===== src/rtl/game_pkg.sv =====
// Shared definitions for the quiz-game round controller: FSM states, mode codes, default timings.
// Build option: define SCORE_BCD_EN for a two-digit BCD score; otherwise the score is binary.
package game_pkg;

  typedef enum logic [2:0] {
    S_IDLE,
    S_REQ,
    S_WAIT_ANS,
    S_JUDGE,
    S_SHOW,
    S_PAUSE,
    S_OVER
  } state_t;

  localparam logic [1:0] MODE_EASY   = 2'b00;
  localparam logic [1:0] MODE_NORM   = 2'b01;
  localparam logic [1:0] MODE_HARD   = 2'b10;
  localparam logic [1:0] MODE_SUDDEN = 2'b11;

  localparam int LIVES_DEF    = 3;
  localparam int TICK_DIV_DEF = 100_000_000;
  localparam int T_EASY_DEF   = 10;
  localparam int T_NORM_DEF   = 6;
  localparam int T_HARD_DEF   = 3;
  localparam int FEEDBACK_DEF = 1;

  // Saturating +1 on the displayed score.
  function automatic logic [7:0] score_inc(input logic [7:0] s);
`ifdef SCORE_BCD_EN
    if (s == 8'h99) return s;
    if (s[3:0] == 4'd9) return {s[7:4] + 4'd1, 4'd0};
    return {s[7:4], s[3:0] + 4'd1};
`else
    if (s == 8'hFF) return s;
    return s + 8'd1;
`endif
  endfunction

endpackage


===== src/rtl/sec_tick_gen.sv =====
// One-second prescaler: counts enabled cycles and emits a one-cycle tick every TICK_DIV of them.
// clear restarts the count; a disabled prescaler holds its value.
module sec_tick_gen #(
  parameter int TICK_DIV = 100_000_000
) (
  input  logic clock,
  input  logic reset,
  input  logic clear,
  input  logic enable,
  output logic tick
);

  localparam int CW = (TICK_DIV > 1) ? $clog2(TICK_DIV) : 1;
  localparam logic [CW-1:0] LAST = CW'(TICK_DIV - 1);

  logic [CW-1:0] cnt;

  assign tick = enable && (cnt == LAST);

  always_ff @(posedge clock) begin
    if (reset || clear) cnt <= '0;
    else if (enable)    cnt <= (cnt == LAST) ? '0 : cnt + 1'b1;
  end

endmodule


===== src/rtl/game_round_ctrl.sv =====
// Round/lives controller for the keyboard quiz game: problem fetch, per-question countdown,
// judging, lives/score bookkeeping and pause. Score format selected by SCORE_BCD_EN.
module game_round_ctrl
  import game_pkg::*;
#(
  parameter int LIVES        = LIVES_DEF,
  parameter int TICK_DIV     = TICK_DIV_DEF,
  parameter int T_EASY       = T_EASY_DEF,
  parameter int T_NORM       = T_NORM_DEF,
  parameter int T_HARD       = T_HARD_DEF,
  parameter int FEEDBACK_SEC = FEEDBACK_DEF
) (
  input  logic       clock,
  input  logic       reset,
  input  logic       start_stop,
  input  logic [1:0] mode,
  input  logic       key_valid,
  input  logic [3:0] key_digit,
  output logic       prob_req,
  input  logic       prob_ack,
  input  logic [3:0] prob_answer,
  output logic [2:0] life,
  output logic       right,
  output logic       wrong,
  output logic       game_over,
  output logic [7:0] score,
  output logic [3:0] time_left,
  output logic       playing,
  output logic       paused
);

  localparam logic [2:0] LIVES_INIT = 3'(LIVES);
  localparam logic [3:0] TL_EASY    = 4'(T_EASY);
  localparam logic [3:0] TL_NORM    = 4'(T_NORM);
  localparam logic [3:0] TL_HARD    = 4'(T_HARD);
  localparam logic [7:0] FB_LAST    = 8'(FEEDBACK_SEC - 1);

  state_t     state;
  logic       ss_q;
  logic       ss_edge;
  logic [1:0] mode_q;
  logic [3:0] answer;
  logic [3:0] key_q;
  logic       timed_out;
  logic [7:0] fb_cnt;
  logic       tick;
  logic       tick_en;
  logic       tick_clr;

  function automatic logic [3:0] q_time(input logic [1:0] m);
    case (m)
      MODE_EASY:              return TL_EASY;
      MODE_NORM:              return TL_NORM;
      MODE_HARD, MODE_SUDDEN: return TL_HARD;
      default:                return TL_HARD;
    endcase
  endfunction

  assign ss_edge  = start_stop & ~ss_q;
  assign tick_en  = (state == S_WAIT_ANS) || (state == S_SHOW);
  assign tick_clr = (state == S_REQ) && prob_ack;

  sec_tick_gen #(.TICK_DIV(TICK_DIV)) u_tick (
    .clock  (clock),
    .reset  (reset),
    .clear  (tick_clr),
    .enable (tick_en),
    .tick   (tick)
  );

  always_ff @(posedge clock) begin
    if (reset) begin
      state     <= S_IDLE;
      ss_q      <= 1'b0;
      mode_q    <= MODE_EASY;
      answer    <= '0;
      key_q     <= '0;
      timed_out <= 1'b0;
      fb_cnt    <= '0;
      prob_req  <= 1'b0;
      life      <= '0;
      right     <= 1'b0;
      wrong     <= 1'b0;
      game_over <= 1'b0;
      score     <= '0;
      time_left <= '0;
      playing   <= 1'b0;
      paused    <= 1'b0;
    end else begin
      ss_q <= start_stop;
      case (state)
        S_IDLE: if (ss_edge) begin
          life     <= (mode == MODE_SUDDEN) ? 3'd1 : LIVES_INIT;
          score    <= '0;
          mode_q   <= mode;
          playing  <= 1'b1;
          prob_req <= 1'b1;
          state    <= S_REQ;
        end
        S_REQ: if (prob_ack) begin
          answer    <= prob_answer;
          prob_req  <= 1'b0;
          time_left <= q_time(mode_q);
          state     <= S_WAIT_ANS;
        end
        // A key beats a simultaneous pause request or final tick.
        S_WAIT_ANS: begin
          if (key_valid) begin
            key_q     <= key_digit;
            timed_out <= 1'b0;
            state     <= S_JUDGE;
          end else if (ss_edge) begin
            paused <= 1'b1;
            state  <= S_PAUSE;
          end else if (tick) begin
            if (time_left <= 4'd1) begin
              time_left <= '0;
              timed_out <= 1'b1;
              state     <= S_JUDGE;
            end else begin
              time_left <= time_left - 4'd1;
            end
          end
        end
        S_JUDGE: begin
          fb_cnt <= '0;
          state  <= S_SHOW;
          if (!timed_out && key_q <= 4'd9 && key_q == answer) begin
            right <= 1'b1;
            score <= score_inc(score);
          end else begin
            wrong <= 1'b1;
            if (life != 3'd0) life <= life - 3'd1;
          end
        end
        S_SHOW: if (tick) begin
          if (fb_cnt == FB_LAST) begin
            right <= 1'b0;
            wrong <= 1'b0;
            if (life == 3'd0) begin
              game_over <= 1'b1;
              playing   <= 1'b0;
              state     <= S_OVER;
            end else begin
              prob_req <= 1'b1;
              state    <= S_REQ;
            end
          end else begin
            fb_cnt <= fb_cnt + 8'd1;
          end
        end
        S_PAUSE: if (ss_edge) begin
          paused <= 1'b0;
          state  <= S_WAIT_ANS;
        end
        S_OVER: if (ss_edge) begin
          game_over <= 1'b0;
          score     <= '0;
          life      <= '0;
          state     <= S_IDLE;
        end
        default: state <= S_IDLE;
      endcase
    end
  end

endmodule


===== config.mk =====
export PLATFORM = sky130hd
export DESIGN_NAME = game_round_ctrl
export DESIGN_NICKNAME = d
export VERILOG_FILES = /design/src/rtl/game_pkg.sv /design/src/rtl/sec_tick_gen.sv /design/src/rtl/game_round_ctrl.sv
export SDC_FILE = /design/constraint.sdc
export NUM_CORES = 1
export LEC_CHECK = 0
export ABC_CLOCK_PERIOD_IN_PS = 2150
export CORE_MARGIN = 2
export CORE_UTILIZATION = 54
export CTS_BUF_LIST = sky130_fd_sc_hd__clkbuf_2
export DETAILED_ROUTE_END_ITERATION = 10
export PLACE_DENSITY = 0.85
export REMOVE_ABC_BUFFERS = 1
export SKIP_LAST_GASP = 1
export SYNTH_ARGS = -nofsm -noshare
export SYNTH_HDL_FRONTEND = slang
export SYNTH_SLANG_ARGS = --single-unit

===== constraint.sdc =====
create_clock -name clock -period 2.15 [get_ports clock]
set_input_delay 0.3225 -clock clock [delete_from_list [all_inputs] [get_ports clock]]
set_output_delay 0.3225 -clock clock [all_outputs]
set_load 0.01 [all_outputs]

# --- Word level (Yosys, flattened, before mapping) ---
# Index checks and enable logic that the tools add are counted.
totals:
  ff_bits: 71
  input_bits: 15
  elab_cells: 162
op_classes:
  n_addsub: 5
  n_lt_le_gt_ge: 2
  eq_ne: 34
  n_mux: 63
  bitwise_logic: 2
  reduce_logical: 39
ops:
  columns: ["cell", "n"]
  rows:
  - ["$mux 3", 14]
  - ["$mux 8", 5]
  - ["$pmux 8 s2", 2]
  - ["$ne 2x2->1 const B", 15]
  - ["$add 27x1->27 const B", 1]
  - ["$eq 27x27->1 const B", 1]
  - ["$mux 27", 1]
  - ["$mux 1", 25]
  - ["$pmux 3 s7", 1]
  - ["$mux 4", 5]
  - ["$reduce_and 4->1", 5]
  - ["$reduce_and 5->1", 4]
  - ["$add 8x1->8 const B", 2]
  - ["$reduce_bool 2->1", 8]
  - ["$pmux 4 s3", 1]
  - ["$pmux 1 s2", 5]
  - ["$eq 3x3->1 const B", 3]
  - ["$pmux 3 s3", 1]
  - ["$reduce_bool 3->1", 3]
  - ["$eq 8x8->1 const B", 1]
  - ["$logic_not 8->1", 1]
  - ["$pmux 4 s2", 1]
  - ["$reduce_and 8->1", 1]
  - ["$eq 2x2->1 const B", 3]
  - ["25 further kinds", 36]

# --- Logic depth before layout (Yosys ltp) ---
# Gate-level depths: netlist of run 1.
depth:
  ltp_word: 9
  depth_mapped: 8

# --- Cells and area by module ---
# Synthesis of run 1 repeated with hierarchy kept, for this count alone.
unflattened:
  cells_unflattened: 446
  area_unflattened_um2: 3703.6
modules_own_cells:
  columns: ["module", "n_inst", "cells_per_inst", "area_each_um2", "seq_area_each_um2"]
  rows:
  - ["game_round_ctrl", 1, 294, 2404.8, 880.8]
  - ["sec_tick_gen", 1, 152, 1298.7, 540.5]

# --- Least setup slack after synthesis of run 1 ---
# No wires, ideal clock.
synth_timing:
  path_kind: "reg-to-reg"
  start: "register u_tick.cnt[0]"
  end: "register u_tick.cnt[0]"
  setup_time_ns: 0.117
  arrival_ns: 2.102
  slack_ns: -0.069
  path_stages_with_launch: 8
  n_path_buf: 1
  cell_sequence: "dfxtp_1 -> ha_1 -> nor4bb_1 -> nand4_1 -> or3_1 -> o21ai_1 -> buf_2 -> nor2_1"
synth_between:
  elab_chain_cells: 2
synth_lines:
  columns: ["item", "line", "source"]
  rows:
  - ["from (decl)", "sec_tick_gen.sv:16", "logic [CW-1:0] cnt;"]
  - ["from (signal assigned)", "sec_tick_gen.sv:22", "else if (enable) cnt <= (cnt == LAST) ? '0 : cnt + 1'b1;"]
  - ["$add 27x1->27 or $eq 27x27->1 (tied branches)", "sec_tick_gen.sv:22", null]
  - ["$mux 27 (*)", "sec_tick_gen.sv:22", null]
# Mark *: on every way between the ends. The rest lies on a longest branch, timed or not.
# A chain may end at the register's enable or synchronous reset.

# --- Worst setup path after layout of run 1 ---
layout_timing:
  start: "register u_tick.cnt[10]"
  end: "register fb_cnt[7]"
layout_between:
  elab_chain_cells: 4
layout_lines:
  columns: ["item", "line", "source"]
  rows:
  - ["$eq 27x27->1", "sec_tick_gen.sv:18", "assign tick = enable && (cnt == LAST);"]
  - ["$logic_and 1x1->1", "sec_tick_gen.sv:18", null]
  - ["$ne 2x2->1 (no source line)", null, null]
  - ["$reduce_and 3->1 (no source line)", null, null]
  - ["to (signal assigned)", "game_round_ctrl.sv:149", "fb_cnt <= fb_cnt + 8'd1;"]
  - ["to (decl)", "game_round_ctrl.sv:45", "logic [7:0] fb_cnt;"]
# Every way passes these cells.

==> summary.txt, run 1 <==
Floorplanning
  – Die Y: roughly 87 um
  – Die Footprint: roughly 0.0076 sq mm
  – Starting Density: 0.5542
  – Core region area: ~0.0067 sq mm
  – Row cnt: 30
  – IO Count: 36
  – Chip width: 87.04 um

Finish
  – Seq. cell area: between 0.001 and 0.0015 sq mm
  – Final nets: about 550
  – # fillers: around 520
  – Layout cells sized above 1: 0.1739
  – Final core occ: 0.6909
  – N_diodes: 0
  – Area of the multi-input gates: between 0.002 and 0.0025 sq mm
  – Fin area: 0.004642 sq mm
  – Area grow syn2layout: 24.66%

Yosys
  – Synth area leaders: dfxtp_1 38%, xnor2_1 5.4%, nor2_1 5.3%
  – Mean Syn Cell Area: around 8.2 sq um
  – Yosys warns: 0
  – Number of enable flip-flop cells after synthesis: 0
  – Ys async rst share: 0
  – Post-synthesis cell area: 0.003724 sq mm
  – Sequential fraction of the synthesis area: 0.3817
  – Post-synth top area share: 0.3817
  – Unique masters post-synth: 57
  – Register bit total from synthesis: roughly 70
  – Mapped Cells: between 400 and 500
  – Synth area leader: dfxtp_1
  – Ys flop type: dfxtp_1

Route
  – First-pass DRT Iterations: 7
  – DR WL/cell: 16.21 um
  – Routed Antenna Nets: 0
  – Via density: about 6.2
  – Final WL: 9.869 mm
  – Initial DRC Count: approximately 290
  – DRC Markers: 0
  – Vias: 3,798

Status
  – Status: finished, final reports clean

Run
  – Maxcap violations: 0

Clock network
  – Clock root buffer: clkbuf_2
  – Clk_lat worst skew: ~0.52 ns
  – Clk buf depth: 2
  – CTS Sinks: between 70 and 80
  – Clk slew on worst S/H paths: approximately 0.21 ns
  – CTS Buf Count: 9
  – TritonCTS clock tree: yes
  – Hold bufs inserted after CTS: 0
  – H-tree depth: 3
  – Post-CTS setup buffers: 0

STA
  – Pins Over Slew Limit: 0
  – Count of final hold-check violations: 0
  – Clock skew: slightly above 0.03 ns
  – Worst rel slew slack: 0.5783
  – RSZ-0062 raised after global routing: yes
  – Final setup vio count: 0
  – Final TNS setup: 0 ns
  – Post-layout min period: 2.099 ns
  – Slew @ Worst Pin: 0.6302 ns
  – Fmax: ~480 MHz
  – Final Cycle Share: 0.9764

Worst setup path
  – Critical path class: reg -> reg
  – Cell mode on critical path: buf_6
  – Top delay family on crit path: simple AND/OR/NAND/NOR gates
  – Setup crit start kind: flop
  – Crit-path max cell delay: approximately 0.40 ns
  – Crit-path cells: nor4_2, nand4_1, buf_6, o31a_1, buf_6, or3_1, a21oi_2
  – CP Data Arrival Time: 2.53 ns
  – Req. time, crit path: 2.58 ns
  – Buf/Inv on CP: 2
  – Endpoint type of the worst setup path: flop
  – Critical path's slowest cell: dfxtp_1
  – CP max FO: 7

Power and ir drop
  – Overall power: between 3000 and 4000 uW
  – Max IR drop VDD: around 0.56 mV
  – Pwr/cell area: 775.8 mW/mm^2
  – Leakage power: around 0.0016 uW

Global routing
  – Vias in the first global route: around 3.6k
  – Initial antenna violation count: 0
  – Grt met1 use: 0.3408
  – First-pass GRT wire length: between 15 and 20 mm
  – GR Util All Layers: 0.2598
  – Gr busiest metal: met2
  – GR Util met3: 0.05118
  – Met2 Use GR: 0.4157
  – Total gr overflow: 0
  – Largest net degree at the start of global routing: 28

Place
  – DP Area: between 0.004 and 0.005 sq mm
  – Post-DP HPWL: around 6.8 mm
  – PortBufs: 35
  – Final Wtd Congestion: approximately 0.9

Hold path
  – Hold Path Class: in -> reg
==> routing by layer <==
metal | vias to the layer above | wire (um)
met5 | - | 0
met4 | 0 | 289
met3 | 38 | 587
met2 | 176 | 4702
met1 | 1788 | 4290
li1 | 1796 | -
==> kinds of logic after synthesis <==
kind of cell,synth area share
and+or+nand+nor,0.2944
buffers and inverters,0.04234
AOI/OAI and AO/OA,0.1583
xor gates and xnor gates,0.07762
adders and majority gates,0.02688
DFF,0.3817
muxes,0.01882
==> layout by cell type, fill, tap and decap left out, types with 3 or more instances in the layout <==
master	n
nor4_2	5
o2111ai_1	4
o21ai_0	14
nor3b_1	3
a211oi_1	5
xnor2_1	23
buf_4	40
xor2_1	10
nand2_1	37
a21oi_1	26
nor2b_1	3
and4_1	3
mux2i_1	7
nand3_1	18
a31oi_1	4
nor4bb_2	3
nor4_1	7
inv_1	17
nand4_1	16
or3_1	8
and2_1	4
ha_1	7
clkbuf_2	12
o31ai_1	10
nor3_1	15
dfxtp_1	65
nor2_1	53
dfxtp_2	5
a21oi_2	3
or4_1	5
clkdlybuf4s50_1	35
and3_1	11
==> worst paths after layout <==
kind                  start         to  slack (ns)  cells after the start
min reg2reg       answer[0]  answer[0]        0.49                      2
max          u_tick.cnt[10]  fb_cnt[7]        0.05                      7
min          prob_answer[3]  answer[3]        0.34                      3
max reg2reg  u_tick.cnt[10]  fb_cnt[7]        0.05                      7
==> layout make-up <==
cell class,instances,area share
Inverter,17,0.01375
Timing Repair Buffer,79,0.1504
Clock inverter,4,0.009973
Sequential cell,71,0.3084
Multi-Input combinational cell,346,0.4830
Tap cell,80,0.02156
Clock buffer,12,0.01294
==> report_power, final <==
part | switching (uW) | internal (uW)
clock network | 470 | 277
logic | 725 | 592
registers | 105 | 1430
==> synthesized netlist by cell type, drive strengths merged (3+ instances only) <==
master	count
nand4	16
or4	5
or3b	3
a211oi	6
nor2	53
clkbuf	11
xor2	10
and4	3
nor4bb	3
ha	8
nand3	18
o31ai	10
xnor2	23
buf	7
o2111ai	4
or3	8
a21oi	29
dfxtp	71
nor4	12
o21ai	16
nor3	16
mux2i	7
a31oi	4
nor2b	3
and2	4
nand2	38
and3	11
inv	17
nor3b	5
==> state kept, by name, indices dropped and copies added (netlist names) <==
signal / flops
state: 3
prob_req: 1
right: 1
score: 8
paused: 1
timed_out: 1
life: 3
u_tick.cnt: 27
playing: 1
mode_q: 2
fb_cnt: 8
answer: 4
wrong: 1
time_left: 4
game_over: 1
ss_q: 1
key_q: 4
==> through the flow <==
step | hold slack [ns] | std cells | setup slack (ns)
floorplan | 0.3916 | 434 | -0.4802
global placement | 0.4560 | 592 | -0.1113
detailed placement | 0.4629 | 592 | -0.1572
CTS | 0.3135 | 608 | 0.01666
global route | 0.3225 | 609 | -0.05334
finish | 0.3363 | 609 | 0.05072
==> repair_timing <==
action / 4_1_cts / 5_1_grt
endpoints found under the hold margin: 0 / 0
cloned: 0 / 1
pin swaps: 3 / 5
setup endpoints to repair: 7 / 16
gates resized for setup: 5 / 23
==> worst min-delay path: cells and delay by family <==
| kind | cells | cell delay [ns] |
|---|---|---|
| simple gates | 1 | 0.06 |
| compound gates | 1 | 0.06 |
| buf+inv | 1 | 0.39 |
(Power assumes the default switching activity.)
==> run 2, diff against run 1 <==
--- a/config.mk
+++ b/config.mk
@@ -7,10 +7,9 @@
 export LEC_CHECK = 0
 export ABC_CLOCK_PERIOD_IN_PS = 2150
 export CORE_MARGIN = 2
-export CORE_UTILIZATION = 54
-export CTS_BUF_LIST = sky130_fd_sc_hd__clkbuf_2
+export CORE_UTILIZATION = 52
 export DETAILED_ROUTE_END_ITERATION = 10
-export PLACE_DENSITY = 0.85
+export PLACE_DENSITY = 0.82
 export REMOVE_ABC_BUFFERS = 1
 export SKIP_LAST_GASP = 1
 export SYNTH_ARGS = -nofsm -noshare
==> summary.txt, run 2 (synthesized netlist as in run 1, its figures left out) <==
Clock network
  – CTS Buf Count: 9 (unchanged)
  – CTS Sinks: 71 (unchanged)
  – Clk buf depth: 2 (unchanged)
  – Clk slew on worst S/H paths: 0.08 ns (was 0.21 ns)
  – H-tree depth: 3 (unchanged)
  – TritonCTS clock tree: yes (unchanged)
  – Clk_lat worst skew: 0.35 ns (was 0.52 ns)
  – Clock root buffer: clkbuf_8 (was clkbuf_2)

Worst setup path
  – Critical path class: reg -> reg (unchanged)
  – Buf/Inv on CP: 1 (was 2)
  – Crit-path max cell delay: 0.58 ns (was 0.40 ns)
  – R2R Path Start: key_q[2] (was u_tick.cnt[10])
  – CP max FO: 6 (was 7)
  – WP depth: 6 (was 7)
  – R2R depth: 6 (was 7)
  – Setup crit start kind: flop (unchanged)
  – Crit-path cells: xor2_1, nor4_1, buf_4, a211o_1, a221oi_1, a311oi_1 (was nor4_2, nand4_1, buf_6, o31a_1, buf_6, or3_1, a21oi_2)
  – Critical path's slowest cell: nor4_1 (was dfxtp_1)
  – Req. time, crit path: 2.38 ns (was 2.58 ns)
  – Endpoint type of the worst setup path: flop (unchanged)
  – Top delay family on crit path: compound AO/OA/AOI/OAI gates (was simple AND/OR/NAND/NOR gates)
  – CP Data Arrival Time: 2.35 ns (was 2.53 ns)
  – RR Endpoint: life[1] (was fb_cnt[7])
  – Worst R2R Setup Slack: 0.03 ns (was 0.05 ns)

Place
  – Cells after DPL: 615 (was 592)
  – DP Area: 0.004476 sq mm (was 0.004415 sq mm)
  – Final Wtd Congestion: 0.8814 (was 0.9044)
  – PortBufs: 35 (unchanged)
  – Post-DP HPWL: 6.933 mm (was 6.832 mm)

Finish
  – Largest register FFs: 27 (unchanged)
  – Top Registers: u_tick.cnt: 27 flops, fb_cnt: 8 flops, score: 8 flops (unchanged)
  – Final nets: 554 (was 547)
  – Layout cells sized above 1: 0.1810 (was 0.1739)
  – Largest Register: u_tick.cnt (unchanged)
  – Final cell count without fillers: 632 (was 609)
  – Commonest cells after routing, fill and taps aside: 68 x dfxtp_1, 52 x nor2_1, 51 x buf_4 (was 65 x dfxtp_1, 53 x nor2_1, 40 x buf_4)
  – # fillers: 506 (was 518)
  – Area grow syn2layout: 30.24% (was 24.66%)
  – Area of the multi-input gates: 0.002262 sq mm (was 0.002242 sq mm)
  – N_diodes: 0 (unchanged)
  – Fin area: 0.004850 sq mm (was 0.004642 sq mm)
  – Most common cell after layout, fill and taps aside: dfxtp_1 (unchanged)
  – Seq. cell area: 0.001425 sq mm (was 0.001431 sq mm)

Status
  – Status: finished, final reports clean (unchanged)

STA
  – Clock skew: 0.01172 ns (was 0.03028 ns)
  – Worst rel slew slack: 0.5654 (was 0.5783)
  – Final setup vio count: 0 (unchanged)
  – Fmax: 472.3 MHz (was 476.4 MHz)
  – RSZ-0062 raised after global routing: yes (unchanged)
  – Pins Over Slew Limit: 0 (unchanged)
  – Slew @ Worst Pin: 0.6459 ns (was 0.6302 ns)
  – Count of final hold-check violations: 0 (unchanged)
  – Fin Hold WS: 0.4696 ns (was 0.3363 ns)
  – Post-layout min period: 2.117 ns (was 2.099 ns)
  – Final Cycle Share: 0.9849 (was 0.9764)
  – Final TNS setup: 0 ns (unchanged)

Run
  – Maxcap violations: 0 (unchanged)

Floorplanning
  – Die Footprint: 0.007854 sq mm (was 0.007576 sq mm)
  – IO Count: 36 (unchanged)
  – Row cnt: 30 (unchanged)
  – Starting Density: 0.5421 (was 0.5542)
  – Die Y: 88.62 um (was 87.04 um)
  – Chip width: 88.62 um (was 87.04 um)
  – Core region area: 0.006869 sq mm (was 0.006719 sq mm)

Route
  – Via density: 5.918 (was 6.236)
  – Final WL: 9.571 mm (was 9.869 mm)
  – Routed Antenna Nets: 0 (unchanged)
  – First-pass DRT Iterations: 4 (was 7)
  – DRC Markers: 0 (unchanged)
  – Vias: 3,740 (was 3,798)
  – DR WL/cell: 15.14 um (was 16.21 um)
  – Initial DRC Count: 314 (was 294)

Global routing
  – Largest net degree at the start of global routing: 16 (was 28)
  – GR Util All Layers: 0.2576 (was 0.2598)
  – Total gr overflow: 0 (unchanged)
  – First-pass GRT wire length: 15.89 mm (was 15.84 mm)
  – Initial antenna violation count: 0 (unchanged)
  – Vias in the first global route: 3,484 (was 3,573)

Power and ir drop
  – Leakage power: 0.001732 uW (was 0.001614 uW)
  – Max IR drop VDD: 0.5313 mV (was 0.5588 mV)
  – Pwr/cell area: 858.3 mW/mm^2 (was 775.8 mW/mm^2)

Hold path
  – WHS Path Cells: 2 (was 3)
  – Hold Path Class: reg -> reg (was in -> reg)
  – Hold wc startpoint: answer[2] (was prob_answer[3])
  – WHS Endpoint: answer[2] (was answer[3])
[run 2: per-stage QoR]
stage                     setup slack [ns]  total power, uW  utilization
after floorplan                    -0.4802             2247            -
after global placement             -0.1155             2769       0.6515
after detailed placement           -0.1881             2810       0.6515
after CTS                         0.002927             4117       0.6882
after global routing              -0.01564             4382       0.7060
final                              0.03252             4163       0.7060
[run 2: layer usage]
layer  GRT usage  vias to the layer above  wire [um]
li1            -                     1814          -
met1      0.3473                     1789       4138
met2      0.4186                      121       4724
met3     0.05317                       16        562
met4     0.07438                        0        146
met5           0                        -          0
[run 2: final cells by class]
cell class	instances	area share
inverters	17	0.01316
clock buffers	10	0.02838
multi-input cells	346	0.4665
clock inverters	6	0.02219
repair buffers	86	0.1512
well taps	96	0.02477
flip-flops and latches	71	0.2939
[run 2: worst reg2reg max path: stages (launching register included)]
cell and delay [ns]:
dfxtp_1 0.34, xor2_1 0.16, nor4_1 0.58, buf_4 0.26, a211o_1 0.23, a221oi_1 0.12, a311oi_1 0.32
[run 2: where the power goes]
group / total [uW] / switching, uW / internal (uW)
sequential: 1520 / 92.0 / 1430
clock: 1320 / 521 / 798
combinational: 1320 / 720 / 604
total: 4160 / 1330 / 2830
[run 2: repair_timing]
action | CTS | global route
hold buffers | 0 | 0
endpoints found under the hold margin | 0 | 0
buffers inserted | 0 | 1
pin swaps | 0 | 9
gates cloned | 0 | 0
setup endpoints to repair | 1 | 36
gates resized for setup | 1 | 25
[run 2: worst max-delay path by stage]
stage	slack, ns	end	from
CTS	0.003	u_tick.cnt[23]	state[1]
global placement	-0.12	score[1]	start_stop
detailed placement	-0.19	score[1]	start_stop
finish	0.03	life[1]	key_q[2]
floorplan	-0.48	u_tick.cnt[0]	u_tick.cnt[0]
global route	-0.02	fb_cnt[7]	u_tick.cnt[9]
==> run 3, diff against run 2 <==
--- a/config.mk
+++ b/config.mk
@@ -9,7 +9,7 @@
 export CORE_MARGIN = 2
 export CORE_UTILIZATION = 52
 export DETAILED_ROUTE_END_ITERATION = 10
-export PLACE_DENSITY = 0.82
+export PLACE_DENSITY = 0.76
 export REMOVE_ABC_BUFFERS = 1
 export SKIP_LAST_GASP = 1
 export SYNTH_ARGS = -nofsm -noshare
==> summary.txt, run 3 (synthesized netlist as in run 1, its figures left out) <==
Floorplanning
  – Row cnt: 30 (unchanged)
  – Die Footprint: 0.007854 sq mm (unchanged)
  – IO Count: 36 (unchanged)
  – Die Y: 88.62 um (unchanged)
  – Chip width: 88.62 um (unchanged)
  – Starting Density: 0.5421 (unchanged)
  – Core region area: 0.006869 sq mm (unchanged)

Worst setup path
  – Setup crit start kind: flop (unchanged)
  – Crit-path max cell delay: 0.49 ns (was 0.58 ns)
  – CP Data Arrival Time: 2.38 ns (was 2.35 ns)
  – Top delay family on crit path: simple AND/OR/NAND/NOR gates (was compound AO/OA/AOI/OAI gates)
  – Critical path class: reg -> reg (unchanged)
  – Buf/Inv on CP: 1 (unchanged)
  – Worst R2R Setup Slack: 0.005 ns (was 0.03 ns)
  – CP max FO: 6 (unchanged)
  – Critical path's slowest cell: or4_1 (was nor4_1)
  – Crit-path cells: nor4bb_1, nand4_1, buf_4, or4_1, a211oi_1, o32ai_1 (was xor2_1, nor4_1, buf_4, a211o_1, a221oi_1, a311oi_1)
  – Endpoint type of the worst setup path: flop (unchanged)
  – Req. time, crit path: 2.38 ns (about the same)

Finish
  – # fillers: 565 (was 506)
  – Top Registers: u_tick.cnt: 27 flops, fb_cnt: 8 flops, score: 8 flops (unchanged)
  – Most common cell after layout, fill and taps aside: dfxtp_1 (unchanged)
  – N_diodes: 0 (unchanged)
  – Largest Register: u_tick.cnt (unchanged)
  – Final nets: 554 (unchanged)
  – Final cell count without fillers: 631 (was 632)
  – Commonest cells after routing, fill and taps aside: 70 x dfxtp_1, 53 x nor2_1, 50 x buf_4 (was 68 x dfxtp_1, 52 x nor2_1, 51 x buf_4)
  – Final core occ: 0.6964 (was 0.7060)
  – Area grow syn2layout: 28.46% (was 30.24%)
  – Largest register FFs: 27 (unchanged)
  – Layout cells sized above 1: 0.1607 (was 0.1810)

STA
  – Count of final hold-check violations: 0 (unchanged)
  – Worst rel slew slack: 0.6197 (was 0.5654)
  – Final TNS setup: 0 ns (unchanged)
  – RSZ-0062 raised after global routing: yes (unchanged)
  – Slew @ Worst Pin: 0.5661 ns (was 0.6459 ns)
  – Fmax: 466.3 MHz (was 472.3 MHz)
  – Post-layout min period: 2.145 ns (was 2.117 ns)
  – Final Cycle Share: 0.9976 (was 0.9849)
  – Final setup vio count: 0 (unchanged)
  – Clock skew: 0.007781 ns (was 0.01172 ns)
  – Pins Over Slew Limit: 0 (unchanged)

Run
  – Maxcap violations: 0 (unchanged)

Clock network
  – Clk_lat worst skew: 0.36 ns (was 0.35 ns)
  – Clk slew on worst S/H paths: 0.07 ns (was 0.08 ns)
  – CTS Buf Count: 9 (unchanged)
  – CTS Sinks: 71 (unchanged)
  – Clock root buffer: clkbuf_8 (unchanged)
  – H-tree depth: 3 (unchanged)
  – Clk buf depth: 2 (unchanged)
  – TritonCTS clock tree: yes (unchanged)

Place
  – PortBufs: 35 (unchanged)
  – Final Wtd Congestion: 0.8820 (was 0.8814)
  – Post-DP HPWL: 6.792 mm (was 6.933 mm)
  – Cells after DPL: 616 (was 615)

Route
  – Initial DRC Count: 223 (was 314)
  – Via density: 5.821 (was 5.918)
  – Final WL: 9.532 mm (was 9.571 mm)
  – DRC Markers: 0 (unchanged)
  – Routed Antenna Nets: 0 (unchanged)
  – Vias: 3,673 (was 3,740)
  – First-pass DRT Iterations: 6 (was 4)
  – DR WL/cell: 15.11 um (was 15.14 um)

Hold path
  – Hold Path Class: reg -> reg (unchanged)

Global routing
  – GR Util met3: 0.06810 (was 0.05317)
  – Vias in the first global route: 3,442 (was 3,484)
  – Total gr overflow: 0 (unchanged)
  – Grt met1 use: 0.3391 (was 0.3473)
  – Gr busiest metal: met2 (unchanged)
  – GR Util All Layers: 0.2507 (was 0.2576)
  – Largest net degree at the start of global routing: 28 (was 16)
  – First-pass GRT wire length: 15.54 mm (was 15.89 mm)
  – Met2 Use GR: 0.3840 (was 0.4186)
  – Initial antenna violation count: 0 (unchanged)

Power and ir drop
  – Leakage power: 0.001702 uW (was 0.001732 uW)
  – Pwr/cell area: 836.0 mW/mm^2 (was 858.3 mW/mm^2)
  – Max IR drop VDD: 0.4762 mV (was 0.5313 mV)

Status
  – Status: finished, final reports clean (unchanged)
## run 3: worst register-to-register path, delay by kind of cell (launching register included)
kind                   cells  cell delay (ns)
DFF                        1             0.36
and+or+nand+nor            3             1.11
AOI/OAI and AO/OA          2             0.36
buffers and inverters      1             0.19
## run 3: path summary, 6_finish.rpt
check | startpoint | endpoint | cells after the start
max | u_tick.cnt[19] | time_left[3] | 6
max reg2reg | u_tick.cnt[19] | time_left[3] | 6
min | life[0] | life[0] | 1
min reg2reg | life[0] | life[0] | 1
## run 3: where the power goes
group          internal [uW]  total [uW]  switching (uW)
registers               1430        1520            94.8
clock network            675        1170             493
logic                    589        1310             722
## run 3: repair_timing
action	CTS	global route
setup buffers	0	0
resized for setup	0	14
endpoints found under the setup margin	0	37
hold buffers	0	0
## run 3: final cells by class
cell class / instances / area [sq um] / share of cell area
sequential: 71 / 1423 / 0.2974
clock inverter: 4 / 70.07 / 0.01465
clock buffer: 11 / 141.4 / 0.02956
inverter: 17 / 63.81 / 0.01334
multi-input combinational: 346 / 2220 / 0.4640
tap: 96 / 120.1 / 0.02511
timing repair buffer: 86 / 745.7 / 0.1559
## run 3: metal layers
| metal | routed length [um] | part of all wire | up-vias |
|---|---|---|---|
| met5 | 0 | 0 | - |
| met2 | 4462 | 0.47 | 129 |
| met1 | 4360 | 0.46 | 1715 |
| met3 | 548 | 0.057 | 21 |
| met4 | 160 | 0.017 | 0 |
| li1 | - | - | 1808 |
## run 3: through the flow
stage	total power (uW)	setup WS [ns]	hold slack [ns]	cell area, sq um
after floorplan	2247	-0.4802	0.3916	3630
after global placement	2781	-0.08470	0.4545	4496
after detailed placement	2815	-0.1461	0.4639	4496
after CTS	3981	0.0006040	0.4777	4707
after global routing	4192	-0.08915	0.4881	4783
final	3999	0.005229	0.4722	4783
